**config.mk**
```make
export PLATFORM = sky130hd
export DESIGN_NAME = seq_divider
export DESIGN_NICKNAME = d
export VERILOG_FILES = /design/src/rtl/seq_divider.sv
export SDC_FILE = /design/constraint.sdc
export NUM_CORES = 1
export LEC_CHECK = 0
export ABC_AREA = 0
export BUFFER_PORTS_ARGS = -buffer_cell sky130_fd_sc_hd__buf_2
export CORE_UTILIZATION = 52
export DETAILED_ROUTE_END_ITERATION = 8
export PLACE_DENSITY_LB_ADDON = 0.15
export RECOVER_POWER = 100
export SYNTH_ARGS = -nofsm -noshare
export SYNTH_HDL_FRONTEND = slang
export SYNTH_SLANG_ARGS = --single-unit
```
**constraint.sdc**
```tcl
create_clock -name clock -period 10.19 [get_ports clock]
set_input_delay 1.019 -clock clock [delete_from_list [all_inputs] [get_ports clock]]
set_output_delay 1.019 -clock clock [all_outputs]
set_load 0.01 [all_outputs]
```
**src/rtl/seq_divider.sv**
```systemverilog
// Sequential restoring divider: one quotient bit per clock, signed or unsigned,
// result laid out as {remainder, quotient} for a direct load into Z.
module seq_divider #(
  parameter int WIDTH = 32
) (
  input  logic               clock,
  input  logic               clear,
  input  logic               start,
  input  logic               signed_op,
  input  logic [WIDTH-1:0]   dividend,
  input  logic [WIDTH-1:0]   divisor,
  output logic               busy,
  output logic               done,
  output logic               div_by_zero,
  output logic [2*WIDTH-1:0] result
);

  localparam int CW = $clog2(WIDTH) + 1;
  localparam logic [CW-1:0] CNT_ZERO = {CW{1'b0}};
  localparam logic [CW-1:0] CNT_ONE  = {{(CW-1){1'b0}}, 1'b1};
  localparam logic [CW-1:0] CNT_LAST = CW'(WIDTH - 1);
  localparam logic [WIDTH-1:0] ZERO_W = {WIDTH{1'b0}};
  localparam logic [WIDTH-1:0] ONES_W = {WIDTH{1'b1}};

  typedef enum logic [1:0] {
    IDLE = 2'd0,
    RUN  = 2'd1,
    FIX  = 2'd2,
    DONE = 2'd3
  } state_t;

  state_t               state_r;
  logic [WIDTH-1:0]     a_r;
  logic [WIDTH-1:0]     b_r;
  logic                 sop_r;
  logic                 qneg_r;
  logic                 rneg_r;
  logic [WIDTH-1:0]     quo_r;
  logic [WIDTH-1:0]     rem_r;
  logic [CW-1:0]        cnt_r;
  logic                 busy_r;
  logic                 done_r;
  logic                 dbz_r;
  logic [2*WIDTH-1:0]   result_r;

  logic [WIDTH-1:0]     a_mag_s;
  logic [WIDTH-1:0]     dvs_s;
  logic [WIDTH:0]       shift_s;
  logic [WIDTH:0]       diff_s;
  logic [WIDTH-1:0]     rem_next_s;
  logic [WIDTH-1:0]     quo_next_s;
  logic [WIDTH-1:0]     qfix_s;
  logic [WIDTH-1:0]     rfix_s;

  // Operand magnitudes, one restoring step, and final sign correction.
  always_comb begin
    a_mag_s    = dividend;
    dvs_s      = b_r;
    rem_next_s = rem_r;
    quo_next_s = quo_r;
    qfix_s     = quo_r;
    rfix_s     = rem_r;
    if (signed_op && dividend[WIDTH-1]) begin
      a_mag_s = -dividend;
    end else begin
      a_mag_s = dividend;
    end
    if (sop_r && b_r[WIDTH-1]) begin
      dvs_s = -b_r;
    end else begin
      dvs_s = b_r;
    end
    shift_s = {rem_r, quo_r[WIDTH-1]};
    diff_s  = shift_s - {1'b0, dvs_s};
    // A borrow out of the top bit means the trial subtraction went negative: restore.
    if (diff_s[WIDTH]) begin
      rem_next_s = shift_s[WIDTH-1:0];
      quo_next_s = {quo_r[WIDTH-2:0], 1'b0};
    end else begin
      rem_next_s = diff_s[WIDTH-1:0];
      quo_next_s = {quo_r[WIDTH-2:0], 1'b1};
    end
    if (qneg_r) begin
      qfix_s = -quo_r;
    end else begin
      qfix_s = quo_r;
    end
    if (rneg_r) begin
      rfix_s = -rem_r;
    end else begin
      rfix_s = rem_r;
    end
  end

  // Control FSM with registered status and result.
  always_ff @(posedge clock) begin
    if (clear) begin
      state_r  <= IDLE;
      a_r      <= ZERO_W;
      b_r      <= ZERO_W;
      sop_r    <= 1'b0;
      qneg_r   <= 1'b0;
      rneg_r   <= 1'b0;
      quo_r    <= ZERO_W;
      rem_r    <= ZERO_W;
      cnt_r    <= CNT_ZERO;
      busy_r   <= 1'b0;
      done_r   <= 1'b0;
      dbz_r    <= 1'b0;
      result_r <= {ZERO_W, ZERO_W};
    end else begin
      done_r <= 1'b0;
      case (state_r)
        IDLE: begin
          if (start) begin
            a_r    <= dividend;
            b_r    <= divisor;
            sop_r  <= signed_op;
            qneg_r <= signed_op & (dividend[WIDTH-1] ^ divisor[WIDTH-1]);
            rneg_r <= signed_op & dividend[WIDTH-1];
            quo_r  <= a_mag_s;
            rem_r  <= ZERO_W;
            cnt_r  <= CNT_ZERO;
            dbz_r  <= 1'b0;
            if (divisor == ZERO_W) begin
              state_r <= DONE;
            end else begin
              state_r <= RUN;
              busy_r  <= 1'b1;
            end
          end
        end
        RUN: begin
          quo_r <= quo_next_s;
          rem_r <= rem_next_s;
          cnt_r <= cnt_r + CNT_ONE;
          if (cnt_r == CNT_LAST) begin
            state_r <= FIX;
          end
        end
        FIX: begin
          result_r <= {rfix_s, qfix_s};
          busy_r   <= 1'b0;
          state_r  <= DONE;
        end
        DONE: begin
          done_r  <= 1'b1;
          state_r <= IDLE;
          // Divide by zero skipped RUN/FIX, so its result is produced here.
          if (b_r == ZERO_W) begin
            dbz_r    <= 1'b1;
            result_r <= {a_r, ONES_W};
          end
        end
        default: begin
          state_r <= IDLE;
          busy_r  <= 1'b0;
        end
      endcase
    end
  end

  assign busy        = busy_r;
  assign done        = done_r;
  assign div_by_zero = dbz_r;
  assign result      = result_r;

endmodule

```
==> impl_metrics.ini <==
[global_routing]
grt_pass1_vias = 10900
grt_max_degree = 73
grt_pass1_wl_um = 58100
grtUsageTotal = 0.301
grt_overflow = 0
antenna_found_initial = 2

[placement]
pre_cts_ws_ns = 4.52
hpwl_um = 27600
place_inst = 2016
io_buffers = 134
gp_congestion = 0.957

[setup_path]
critPathMaxFanout = 11
required_ns = 10.64
ff2ff_path_depth = 16
timing.rr.end = rem_r[19]
timing.rr.start = b_r[2]
critPathBufInv = 1
crit_chain = or4_1 -> nor2_1 -> nand2_1 -> nor4b_1 -> nand2_1 -> o31ai_1 -> xor2_1 -> ha_1 -> and4_1 -> a221o_1 -> a221o_1 -> a22o_1 -> nor2_1 -> clkbuf_1 -> nand2_1 -> o21ai_0
crit_type = reg -> reg
critical_path.endpoint = rem_r[19]
critPathLaunchType = flop
path_delay_family = simple AND/OR/NAND/NOR gates
startpoint = b_r[2]
arrival_ns = 6.92
cp_slowest_cell = nor4b_1
slowest_delay_ns = 0.87
crit_top_cell = nand2_1
cp-end-kind = flop
worst-path-stages = 16
r2r_slack_ns = 3.72

[synthesis]
synth_seq_area_share = 0.333
yosysWarnings = 0
synth_edf_count = 0
synth_xor_area_frac = 0.101
ys_seq_elements = 206
synth_top_family_by_area = simple AND/OR/NAND/NOR gates
netlist_area_mm2 = 0.0124
syn_nets = 1757
synthTopCellsByArea = dfxtp_1 (33%), nand2_1 (11%), a21oi_1 (7.0%)
yosysUniqueCellTypes = 67
synth_mux_area_frac = 0.0179
synth_top_area_frac = 0.333
syn_avg_cell_area_um2 = 7.52
synth_ff_type = dfxtp_1
yosysTopAreaCell = dfxtp_1
syn_inst = 1647
synthArstFlopShare = 0
synth_fa_ha_area_frac = 0.0431
synth_compound_area_frac = 0.227
yosys.area_share.simple = 0.239

[timing]
report.final.slew_viol_count = 182
slew_headroom = -0.962
setup_viol = 0
fin_crit_ns = 6.47
holdWs_ns = 0.448
fin_crit_sh = 0.635
rsz0062_at_grt = false
finalHoldViolations = 0
worst_pin_slew_ns = 2.94
tns_ns = 0
skew_ns = 0.00751
max_freq_ghz = 0.154
finalWorstSetupSlack_ns = 3.72

[floorplanning]
initial_core_util = 0.529
die_height_um = 156
core_area_mm2 = 0.0234
ios = 135
die_area_mm2 = 0.0244
fp.dieW_um = 156
num_rows = 56

[clock_network]
cts.clk_slew.worst_paths_ns = 0.06
cts_made_buffers = 25
cts_setup_buffers = 0
holdBufCountCts = 0
clock-root-buffer = clkbuf_16
clk_path_buf_depth = 3
cts.sinks = 206
cts_resized = 0
clock_latency_ns = 0.53
ctsHtreeMaxLevel = 1
cts_tree = done

[detailed_routing]
vias = 12300
drc = 0
drt-pass1-iter-count = 5
vias_per_cell = 5.97
drtAntennaViolNets = 0
drt_iter0_markers = 875
wl_per_cell_um = 18.2
drt-total-wl_um = 37600

[finish]
drive_above_1_share = 0.0809
fin_util = 0.597
area_growth_syn_to_layout_pct = 12.9
layout.cells.non_filler = 2065
nFillCells = 2259
fin_nets = 1834

[run]
drv_cap = 3

[pwr]
p_leak_nw = 5.25
cellPowerDensity_mw_per_mm2 = 305
max-vdd-ir-drop_v = 0.000150

[min_path]
min_path_type = reg -> reg
hold_start = result[38]
hold_depth = 2

[run_status]
violations = max-capacitance violations, max-slew violations
status = finished, violations left
[how the worst min path moves through the flow]
stage	to	slack, ns
floorplan	a_r[29]	0.43
global placement	result[62]	0.44
detailed placement	result[37]	0.44
CTS	result[62]	0.45
global route	result[44]	0.47
finish	result[38]	0.45
[cell families after synthesis]
kind of cell / Yosys count
AO/OA/AOI/OAI: 454
XOR/XNOR: 143
adder cells (fa/ha/maj): 42
buffers and inverters: 128
flip-flops: 206
multiplexers: 22
AND/OR/NAND/NOR: 652
[metrics by stage]
stage | total power (W) | instance area, µm²
floorplan | 0.00277 | 12400
global placement | 0.00334 | 13200
detailed placement | 0.00336 | 13200
CTS | 0.00427 | 14100
global route | 0.00456 | 14000
finish | 0.00427 | 14000
[report_power, final]
group | total, W | switching (W) | internal (W)
sequential | 0.00121 | 0.000216 | 0.000996
combinational | 0.00215 | 0.00135 | 0.000798
clock | 0.000909 | 0.000359 | 0.000550
total | 0.00427 | 0.00192 | 0.00234
[cells in the mapped netlist (4+ instances only)]
master,number
inv_1,27
and3_1,7
a31oi_1,12
nand4_1,17
or2_2,5
o21ai_0,112
nor2_1,108
nor4_1,17
nor2b_1,9
and2_1,4
o21bai_1,5
o41ai_1,16
nor3_1,39
a211oi_1,17
xnor2_1,52
mux2i_1,21
xor2_1,91
a32oi_1,13
o211ai_1,17
a21oi_1,172
or4_1,24
clkbuf_1,92
ha_1,41
o31ai_1,25
o21a_1,5
nand2_1,347
or3_1,12
dfxtp_1,206
a222oi_1,8
o22ai_1,4
buf_1,8
nand3_1,25
a221oi_1,19
nand2b_1,12
a21o_1,7
[flip-flops by register name, indices dropped and copies added, names as in the netlist]
signal,cells
result,64
a_r,32
b_r,32
quo_r,32
rem_r,32
cnt_r,6
state_r,2
busy,1
div_by_zero,1
done,1
qneg_r,1
rneg_r,1
sop_r,1
[cells in the final DEF, fill, tap and decap left out, types with 5 or more instances in the layout]
cell       instances
a211oi_1          17
or4_1             24
mux2i_1           21
nand2b_1          12
clkbuf_16         25
a31oi_1           12
o41ai_1           16
o211ai_1          17
a221oi_1          19
clkbuf_1          77
nor2_1           107
o31ai_1           25
nand2_1          346
xor2_1            91
nor2b_1            8
o21a_1             5
buf_4             12
dfxtp_1          206
a21o_1             7
nor4_1            17
a222oi_1           8
clkbuf_8           6
ha_1              40
o21ai_0          112
nand4_1           17
nand3_1           25
a21oi_1          171
a32oi_1           13
o21bai_1           5
and3_1             7
inv_1             27
nor3_1            39
buf_2             66
or3_1             12
xnor2_1           52
[routing by layer]
metal,wire length (µm),vias to the layer above,GRT usage
met5,0,-,0
li1,-,6050,-
met3,2270,88,0.0327
met1,16300,5762,0.391
met4,1790,0,0.155
met2,17200,420,0.494
[worst min-delay path, delay by kind of cell (launching register included)]
kind	cells	cell delay, ns
compound gates	1	0.05
flops	1	0.31
simple gates	1	0.05
[layout make-up]
| class | instances | area [µm²] | share of cell area |
|---|---|---|---|
| tap | 319 | 399 | 0.0286 |
| clock buffer | 36 | 727 | 0.0520 |
| multi-input combinational | 1313 | 7800 | 0.558 |
| sequential | 206 | 4120 | 0.295 |
| inverter | 28 | 105 | 0.00752 |
| clock inverter | 10 | 124 | 0.00886 |
| timing repair buffer | 150 | 691 | 0.0494 |
| antenna | 3 | 7.51 | 0.000537 |
Power figures use the tool's default switching activity.
